**src/rtl/alu_mul.sv**
```systemverilog
// Iterative radix-2 RV32M multiplier (MUL/MULH/MULHSU/MULHU), one multiplier bit per cycle.
// Optional ALU_MUL_EARLY_TERM_EN: leave BUSY once the remaining multiplier bits are all zero.
module alu_mul (
    input  logic        clk,
    input  logic        nReset,
    input  logic        alu_mul_stb_i,
    input  logic [4:0]  alu_mul_funct_i,
    input  logic [31:0] alu_mul_op1_i,
    input  logic [31:0] alu_mul_op2_i,
    output logic [31:0] alu_mul_res_o,
    output logic        alu_mul_done_o
);

    localparam int unsigned XLEN  = 32;
    localparam int unsigned PLEN  = 2 * XLEN;
    localparam int unsigned CNT_W = 5;

    localparam logic [4:0] FUNCT_MUL    = 5'd14;
    localparam logic [4:0] FUNCT_MULH   = 5'd15;
    localparam logic [4:0] FUNCT_MULHSU = 5'd16;
    localparam logic [4:0] FUNCT_MULHU  = 5'd17;

    typedef enum logic [1:0] {
        IDLE = 2'd0,
        BUSY = 2'd1,
        FIX  = 2'd2
    } state_t;

    state_t            state_q, state_d;
    logic [PLEN-1:0]   acc_q, acc_d;
    logic [PLEN-1:0]   mcand_q, mcand_d;
    logic [XLEN-1:0]   mplr_q, mplr_d;
    logic [CNT_W-1:0]  cnt_q, cnt_d;
    logic              neg_q, neg_d;
    logic              low_q, low_d;
    logic [XLEN-1:0]   res_q, res_d;
    logic              done_q, done_d;

    logic              supported_c;
    logic              sign1_c, sign2_c;
    logic [XLEN-1:0]   mag1_c, mag2_c;
    logic [PLEN-1:0]   acc_add_c;
    logic [XLEN-1:0]   mplr_shift_c;
    logic              last_iter_c;
    logic [PLEN-1:0]   prod_c;

    // Operand decode: signed operands become magnitudes, unsigned ones contribute sign 0.
    always_comb begin
        supported_c = (alu_mul_funct_i == FUNCT_MUL)    || (alu_mul_funct_i == FUNCT_MULH) ||
                      (alu_mul_funct_i == FUNCT_MULHSU) || (alu_mul_funct_i == FUNCT_MULHU);
        sign1_c     = ((alu_mul_funct_i == FUNCT_MULH) || (alu_mul_funct_i == FUNCT_MULHSU))
                      && alu_mul_op1_i[XLEN-1];
        sign2_c     = (alu_mul_funct_i == FUNCT_MULH) && alu_mul_op2_i[XLEN-1];
        mag1_c      = sign1_c ? XLEN'(~alu_mul_op1_i + XLEN'(1)) : alu_mul_op1_i;
        mag2_c      = sign2_c ? XLEN'(~alu_mul_op2_i + XLEN'(1)) : alu_mul_op2_i;
    end

    // Shift-add step and final sign fix-up.
    always_comb begin
        acc_add_c    = mplr_q[0] ? PLEN'(acc_q + mcand_q) : acc_q;
        mplr_shift_c = mplr_q >> 1;
`ifdef ALU_MUL_EARLY_TERM_EN
        last_iter_c  = (cnt_q == CNT_W'(XLEN - 1)) || (mplr_shift_c == '0);
`else
        last_iter_c  = (cnt_q == CNT_W'(XLEN - 1));
`endif
        prod_c       = neg_q ? PLEN'(~acc_q + PLEN'(1)) : acc_q;
    end

    always_ff @(posedge clk or negedge nReset) begin
        if (!nReset) begin
            state_q <= IDLE;
        end else begin
            state_q <= state_d;
        end
    end

    always_comb begin
        state_d = state_q;
        case (state_q)
            IDLE: begin
                if (alu_mul_stb_i) begin
                    state_d = supported_c ? BUSY : FIX;
                end
            end
            BUSY: begin
                if (last_iter_c) begin
                    state_d = FIX;
                end
            end
            FIX:     state_d = IDLE;
            default: state_d = IDLE;
        endcase
    end

    always_comb begin
        acc_d   = acc_q;
        mcand_d = mcand_q;
        mplr_d  = mplr_q;
        cnt_d   = cnt_q;
        neg_d   = neg_q;
        low_d   = low_q;
        res_d   = res_q;
        done_d  = 1'b0;
        case (state_q)
            IDLE: begin
                if (alu_mul_stb_i) begin
                    acc_d   = '0;
                    mcand_d = {{XLEN{1'b0}}, mag1_c};
                    mplr_d  = mag2_c;
                    cnt_d   = '0;
                    neg_d   = sign1_c ^ sign2_c;
                    low_d   = (alu_mul_funct_i == FUNCT_MUL);
                end
            end
            BUSY: begin
                acc_d   = acc_add_c;
                mcand_d = mcand_q << 1;
                mplr_d  = mplr_shift_c;
                cnt_d   = CNT_W'(cnt_q + CNT_W'(1));
            end
            FIX: begin
                res_d  = low_q ? prod_c[XLEN-1:0] : prod_c[PLEN-1:XLEN];
                done_d = 1'b1;
            end
            default: ;
        endcase
    end

    always_ff @(posedge clk or negedge nReset) begin
        if (!nReset) begin
            acc_q   <= '0;
            mcand_q <= '0;
            mplr_q  <= '0;
            cnt_q   <= '0;
            neg_q   <= 1'b0;
            low_q   <= 1'b0;
            res_q   <= '0;
            done_q  <= 1'b0;
        end else begin
            acc_q   <= acc_d;
            mcand_q <= mcand_d;
            mplr_q  <= mplr_d;
            cnt_q   <= cnt_d;
            neg_q   <= neg_d;
            low_q   <= low_d;
            res_q   <= res_d;
            done_q  <= done_d;
        end
    end

    assign alu_mul_res_o  = res_q;
    assign alu_mul_done_o = done_q;

endmodule

```
**config.mk**
```make
export PLATFORM = sky130hd
export DESIGN_NAME = alu_mul
export DESIGN_NICKNAME = d
export VERILOG_FILES = /design/src/rtl/alu_mul.sv
export SDC_FILE = /design/constraint.sdc
export NUM_CORES = 1
export LEC_CHECK = 0
export CAP_MARGIN = 20
export CORE_MARGIN = 4
export CORE_UTILIZATION = 28
export CTS_CLUSTER_SIZE = 20
export DETAILED_ROUTE_END_ITERATION = 12
export GPL_TIMING_DRIVEN = 0
export SYNTH_ARGS = -nofsm -noshare
export SYNTH_HDL_FRONTEND = slang
export SYNTH_SLANG_ARGS = --single-unit
```
**constraint.sdc**
```tcl
create_clock -name clk -period 3.7 [get_ports clk]
set_input_delay 0.74 -clock clk [delete_from_list [all_inputs] [get_ports clk]]
set_output_delay 0.74 -clock clk [all_outputs]
set_load 0.005 [all_outputs]
```
==> results of run 1 <==
[flip-flops by register name, summed over array words and instances (netlist names)]
signal,count
acc_q,64
mcand_q,64
alu_mul_res_o,32
mplr_q,32
cnt_q,5
state_q,2
alu_mul_done_o,1
low_q,1
neg_q,1
[power groups by stage]
stage / logic [mW] / registers [mW] / clock network [mW]
detailed placement: 3.05 / 3.11 / 0
floorplan: 2.10 / 2.93 / 0
CTS: 3.07 / 3.07 / 2.86
finish: 3.12 / 3.08 / 2.80
global placement: 3.01 / 3.10 / 0
global route: 3.49 / 3.13 / 2.95
[cells in the final DEF, fill, tap and decap left out, types with 17 or more instances in the layout]
cell	n
nand2b_1	17
a22oi_1	62
xnor2_1	97
clkbuf_16	25
inv_1	39
dfrtp_1	200
o31ai_1	27
clkdlybuf4s50_1	103
nand4_1	22
a21oi_1	123
ha_1	68
a21o_1	38
or3_1	21
xor2_1	76
nor2_1	72
clkbuf_1	100
nand2_1	273
o21ai_0	276
nor3_1	23
nand3_1	27
[worst max-delay path, cell delays in order (launching register included)]
cell,delay [ns]
dfrtp_1,0.51
or3_4,0.41
or4_4,0.45
or4_4,0.47
or4_1,0.43
or2_1,0.24
or4_4,0.42
a21oi_2,0.16
xnor2_1,0.07
mux2i_1,0.21
o21ai_1,0.09
[path summary, 6_finish.rpt]
| kind | startpoint | to | slack (ns) |
|---|---|---|---|
| setup / recovery | acc_q[49]$_DFFE_PN0P_ | alu_mul_res_o[31]$_DFFE_PN0P_ | 0.11 |
| hold / removal | nReset | mplr_q[9]$_DFFE_PN0P_ | 0.16 |
| min in group clk | alu_mul_res_o[10]$_DFFE_PN0P_ | alu_mul_res_o[10]$_DFFE_PN0P_ | 0.48 |
| hold reg to reg | alu_mul_res_o[10]$_DFFE_PN0P_ | alu_mul_res_o[10]$_DFFE_PN0P_ | 0.48 |
| max in group asynchronous | nReset | alu_mul_res_o[13]$_DFFE_PN0P_ | 2.51 |
| setup reg to reg | acc_q[49]$_DFFE_PN0P_ | alu_mul_res_o[31]$_DFFE_PN0P_ | 0.11 |
[kinds of logic (layout without fill, tap and decap cells)]
logic type	Yosys count	count (layout)	synth area share [%]
buffers and inverters	146	299	3.88
adder cells (fa/ha/maj)	69	69	6.13
AO/OA/AOI/OAI	618	618	25.8
XOR/XNOR	173	173	10.7
multiplexers	4	4	0.282
AND/OR/NAND/NOR	533	533	17.6
flip-flops	202	202	35.6
[final cells by class]
cell class              count  share of cell area (%)
inverters                  39                   0.851
repair buffers            108                    6.37
flip-flops and latches    202                    29.4
clock inverters            16                    1.52
multi-input cells        1397                    50.7
plain buffers             106                    2.34
well taps                 672                    4.89
clock buffers              30                    3.98
[metal layers]
layer	track usage (%)	part of all wire (%)	vias to the layer above
li1	-	-	6537
met1	23.5	48	6448
met4	4.86	3.1	0
met3	3.21	6.2	78
met5	0	0	-
met2	25.5	43	378
[metrics by stage]
stage | instances | hold slack (ns)
6_report | 2570 | 0.160
5_1_grt | 2570 | 0.226
3_5_place_dp | 2522 | 0.474
4_1_cts | 2568 | 0.244
2_1_floorplan | 1745 | 0.444
3_3_place_gp | 2521 | 0.467
[repair_timing]
| item | CTS | global route |
|---|---|---|
| pin swaps | 0 | 1 |
| endpoints found under the setup margin | 12 | 28 |
| gates resized for setup | 4 | 24 |
| setup buffers | 0 | 3 |
==> results_dict.tcl, run 1 <==
set metrics [dict create \
    hold_path.class "in -> async" \
    total_power_mw 9.00 \
    slew-limit-headroom_pct 36.4 \
    grt_pass1_vias 13200 \
    grt_usage_pct 16.5 \
    drc 0 \
    ys.flop_type "dfrtp_1" \
    cts.clk_slew.worst_paths_ns 0.06 \
    yosys-top-cells-area "dfrtp_1, o21ai_0, nand2_1" \
    synthesis.area_mm2 0.0142 \
    finalCritPeriodShare_pct 97.0 \
    grt_max_degree 106 \
    p_sw_mw 3.38 \
    grt_pass1_wl_mm 72.8 \
    power.share.clock_pct 31.1 \
    pwr-share-seq_pct 34.2 \
    max_freq_mhz 279 \
    core-area_mm2 0.0502 \
    synth_top_area_share_pct 35.6 \
    finalHoldViolCount 0 \
    yosys-top-cells-count "o21ai_0, nand2_1, dfrtp_1" \
    antenna_found_initial 2 \
    tightest_slew_ns 0.950 \
    die_h_um 233 \
    cts_sinks 202 \
    slew_violations 0 \
    wl_per_cell_um 17.8 \
    dr_total_vias 13400 \
    synth_warnings 0 \
    drtPass1Iterations 5 \
    drtIter0Drc 819 \
    power_frac_comb_pct 34.7 \
    drtAntennaViolNets 0 \
    status "complete, no violations" \
    r2r_cells 10 \
    hpwl_mm 36.2 \
    cts_tree "done" \
    regArea_mm2 0.00506 \
    place_area_mm2 0.0161 \
    io_buffers 104 \
    wl_mm 45.7 \
    ys_seq_elements 202 \
    nFillCells 5215 \
    worstSetupPathType "reg -> reg" \
    start_kind "register" \
    internal_power_mw 5.61 \
    fin_area_mm2 0.0172 \
    ctsRootBufferMaster "clkbuf_16" \
    leakagePower_nw 7.24 \
    utilization_pct 34.3 \
    crit_fanout 6 \
    cts.hold.buffers_added 0 \
    initial_core_util_pct 28.3 \
    synthArstFlopShare_pct 100 \
    antenna_cells 0 \
    drive_above_1_share_pct 4.85 \
    cts_made_buffers 25 \
    fin_worst_skew_ns 0.0205 \
    die_area_mm2 0.0544 \
    yosysTopAreaCell "dfrtp_1" \
    gp_congestion 0.972 \
    fin_setup_tns_ns 0 \
    post-synth-top-count-cell "o21ai_0" \
    ys_types 66 \
    swShare_pct 37.6 \
    syn_to_final_growth_pct 21.1 \
    finalSetupViolCount 0 \
    via_per_inst 5.23 \
    ioPinCount 105 \
    worst_slack_ns 0.110 \
    final_nets 2020 \
    cts_max_level 1 \
    dp_slack_ns -0.706 \
    gr-total-overflow 0 \
    synth_edf_count 0 \
    dieWidth_um 233 \
    yosysSeqAreaShare_pct 35.6 \
    critPathArrivalTime_ns 4.00 \
    insertion_delay_ns 0.56 \
    avgSynthCellArea_um2 8.14 \
    p_per_area_mw_per_mm2 523 \
    maxCapViolCount 0 \
    crit_required_ns 4.11 \
    min_period_ns 3.59 \
    endpoint_kind "register" \
    clockBufferDepth 3 \
    rows 82 \
    multiInputGateArea_mm2 0.00872 \
    syn_nets 1886 \
    synthCells 1745 \
    ir_worst_vdd_v 0.000349 \
    rsz0062_at_grt "no" \
]
Power figures use the tool's default switching activity.
==> run 2: changes to the inputs <==
--- a/config.mk
+++ b/config.mk
@@ -7,10 +7,11 @@
 export LEC_CHECK = 0
 export CAP_MARGIN = 20
 export CORE_MARGIN = 4
-export CORE_UTILIZATION = 28
+export CORE_UTILIZATION = 38
 export CTS_CLUSTER_SIZE = 20
 export DETAILED_ROUTE_END_ITERATION = 12
 export GPL_TIMING_DRIVEN = 0
+export SLEW_MARGIN = 20
 export SYNTH_ARGS = -nofsm -noshare
 export SYNTH_HDL_FRONTEND = slang
 export SYNTH_SLANG_ARGS = --single-unit
==> run 2 against run 1 <==
  * Worst setup slack lost 0.011 ns
  * Count of clock-buffer cells in the layout grew 4
  * Flip-flop and latch count is the same
  * Critical path depth is the same
  * Critical path type unchanged
==> results_dict.tcl, run 2 (same netlist as run 1, synthesis figures left out) <==
set metrics [dict create \
    status "complete, no violations" \
    rsz0062_at_grt "yes" \
    antenna_found_initial 0 \
    final_nets 2020 \
    r2r_start "acc_q[50]$_DFFE_PN0P_" \
    grt_usage_pct 20.8 \
    p_per_area_mw_per_mm2 513 \
    r2r_cells 10 \
    rows 70 \
    grt_max_degree 91 \
    endpoint_kind "register" \
    cts_sinks 202 \
    syn_to_final_growth_pct 18.7 \
    cts_max_level 1 \
    via_per_inst 5.64 \
    cp_top_family "simple AND/OR/NAND/NOR gates" \
    cts.hold.buffers_added 0 \
    io_buffers 104 \
    hpwl_mm 34.6 \
    slowest_delay_ns 0.49 \
    drc 0 \
    worstSetupPathType "reg -> reg" \
    drtAntennaViolNets 0 \
    min_period_ns 3.60 \
    mostFrequentLayoutCells "o21ai_0, nand2_1, dfrtp_1" \
    cts_tree "done" \
    swShare_pct 37.7 \
    clockBufferDepth 3 \
    slew-limit-headroom_pct 35.0 \
    ir_worst_vdd_v 0.000279 \
    reg_top3 "acc_q x64, mcand_q x64" \
    critPathArrivalTime_ns 4.01 \
    power.share.clock_pct 29.0 \
    fin_setup_tns_ns 0 \
    core-area_mm2 0.0368 \
    grt_pass1_vias 12900 \
    dieWidth_um 201 \
    tightest_slew_ns 0.971 \
    wl_per_cell_um 18.4 \
    start_kind "register" \
    antenna_cells 0 \
    dp_slack_ns -0.665 \
    worst_slack_ns 0.0987 \
    holdWs_ns 0.0969 \
    total_power_mw 8.65 \
    gr-total-overflow 0 \
    drtPass1Iterations 5 \
    crit_fanout 5 \
    ioPinCount 105 \
    final_common_cell "o21ai_0" \
    path_buf_inv 0 \
    nFillCells 3695 \
    dr_total_vias 13300 \
    maxCapViolCount 0 \
    ctsRootBufferMaster "clkbuf_16" \
    path_cells "or3_4 -> or4_4 -> or4_4 -> or4_1 -> or2_1 -> or4_4 -> a21oi_2 -> xnor2_1 -> mux2i_1 -> o21ai_1" \
    path_common_cell "or4_4" \
    crit_required_ns 4.11 \
    initial_core_util_pct 38.6 \
    grt_pass1_wl_mm 70.2 \
    fin_worst_skew_ns 0.00851 \
    utilization_pct 45.9 \
    insertion_delay_ns 0.53 \
    finalSetupViolCount 0 \
    r2r-end "alu_mul_res_o[31]$_DFFE_PN0P_" \
    hold_path.class "in -> async" \
    die_h_um 201 \
    r2r_setup_slack_ns 0.1 \
    cts_made_buffers 24 \
    die_area_mm2 0.0405 \
    drtIter0Drc 860 \
    power_frac_comb_pct 35.6 \
    pwr-share-seq_pct 35.4 \
    slowest_stage "dfrtp_1" \
    gp_congestion 0.928 \
    finalHoldViolCount 0 \
    max_freq_mhz 278 \
    wl_mm 43.6 \
    drive_above_1_share_pct 4.48 \
    leakagePower_nw 7.21 \
    p_sw_mw 3.26 \
    slew_violations 0 \
    cts.clk_slew.worst_paths_ns 0.06 \
    finalCritPeriodShare_pct 97.3 \
    internal_power_mw 5.38 \
]
[run 2: layout make-up]
type	count	area, µm²	share of cell area [%]
Clock inverter	10	128	0.757
Inverter	39	146	0.868
Buffer	106	402	2.38
Timing Repair Buffer	109	1120	6.66
Multi-Input combinational cell	1397	8720	51.7
Tap cell	468	586	3.47
Clock buffer	34	709	4.21
Sequential cell	202	5060	30.0
[run 2: power by group through the flow]
stage	sequential [mW]	clock, mW	combinational [mW]
2_1_floorplan	2.93	0	2.10
3_3_place_gp	3.08	0	2.98
3_5_place_dp	3.09	0	3.03
4_1_cts	3.05	2.56	3.05
5_1_grt	3.12	2.64	3.45
6_report	3.06	2.50	3.08
[run 2: stage by stage]
step	instance area (µm²)	cells
6_report	16900	2365
5_1_grt	16900	2365
4_1_cts	16800	2363
3_5_place_dp	15900	2319
3_3_place_gp	15800	2317
2_1_floorplan	14200	1745
[run 2: repair_timing]
item,in CTS,in global routing
buffers inserted,0,3
pin swaps,0,2
setup endpoints to repair,11,28
gates cloned,0,0
resized for setup,4,18
[run 2: metal layers]
metal | wire length (µm) | up-vias | part of all wire, % | global-route usage [%]
li1 | - | 6547 | - | -
met1 | 20800 | 6352 | 48 | 30.2
met2 | 19400 | 363 | 44 | 33.6
met3 | 2300 | 66 | 5.3 | 2.32
met4 | 1090 | 0 | 2.5 | 4.71
met5 | 0 | - | 0 | 0
[run 2: how the worst max path moves through the flow]
stage | startpoint | end | depth (start not counted)
floorplan | alu_mul_op1_i[5] | mcand_q[25]$_DFFE_PN0P_ | 9
global placement | nReset | mcand_q[12]$_DFFE_PN0P_ | 1
detailed placement | alu_mul_op1_i[3] | mcand_q[26]$_DFFE_PN0P_ | 10
CTS | acc_q[0]$_DFFE_PN0P_ | acc_q[54]$_DFFE_PN0P_ | 13
global route | acc_q[20]$_DFFE_PN0P_ | acc_q[59]$_DFFE_PN0P_ | 12
finish | acc_q[50]$_DFFE_PN0P_ | alu_mul_res_o[31]$_DFFE_PN0P_ | 10
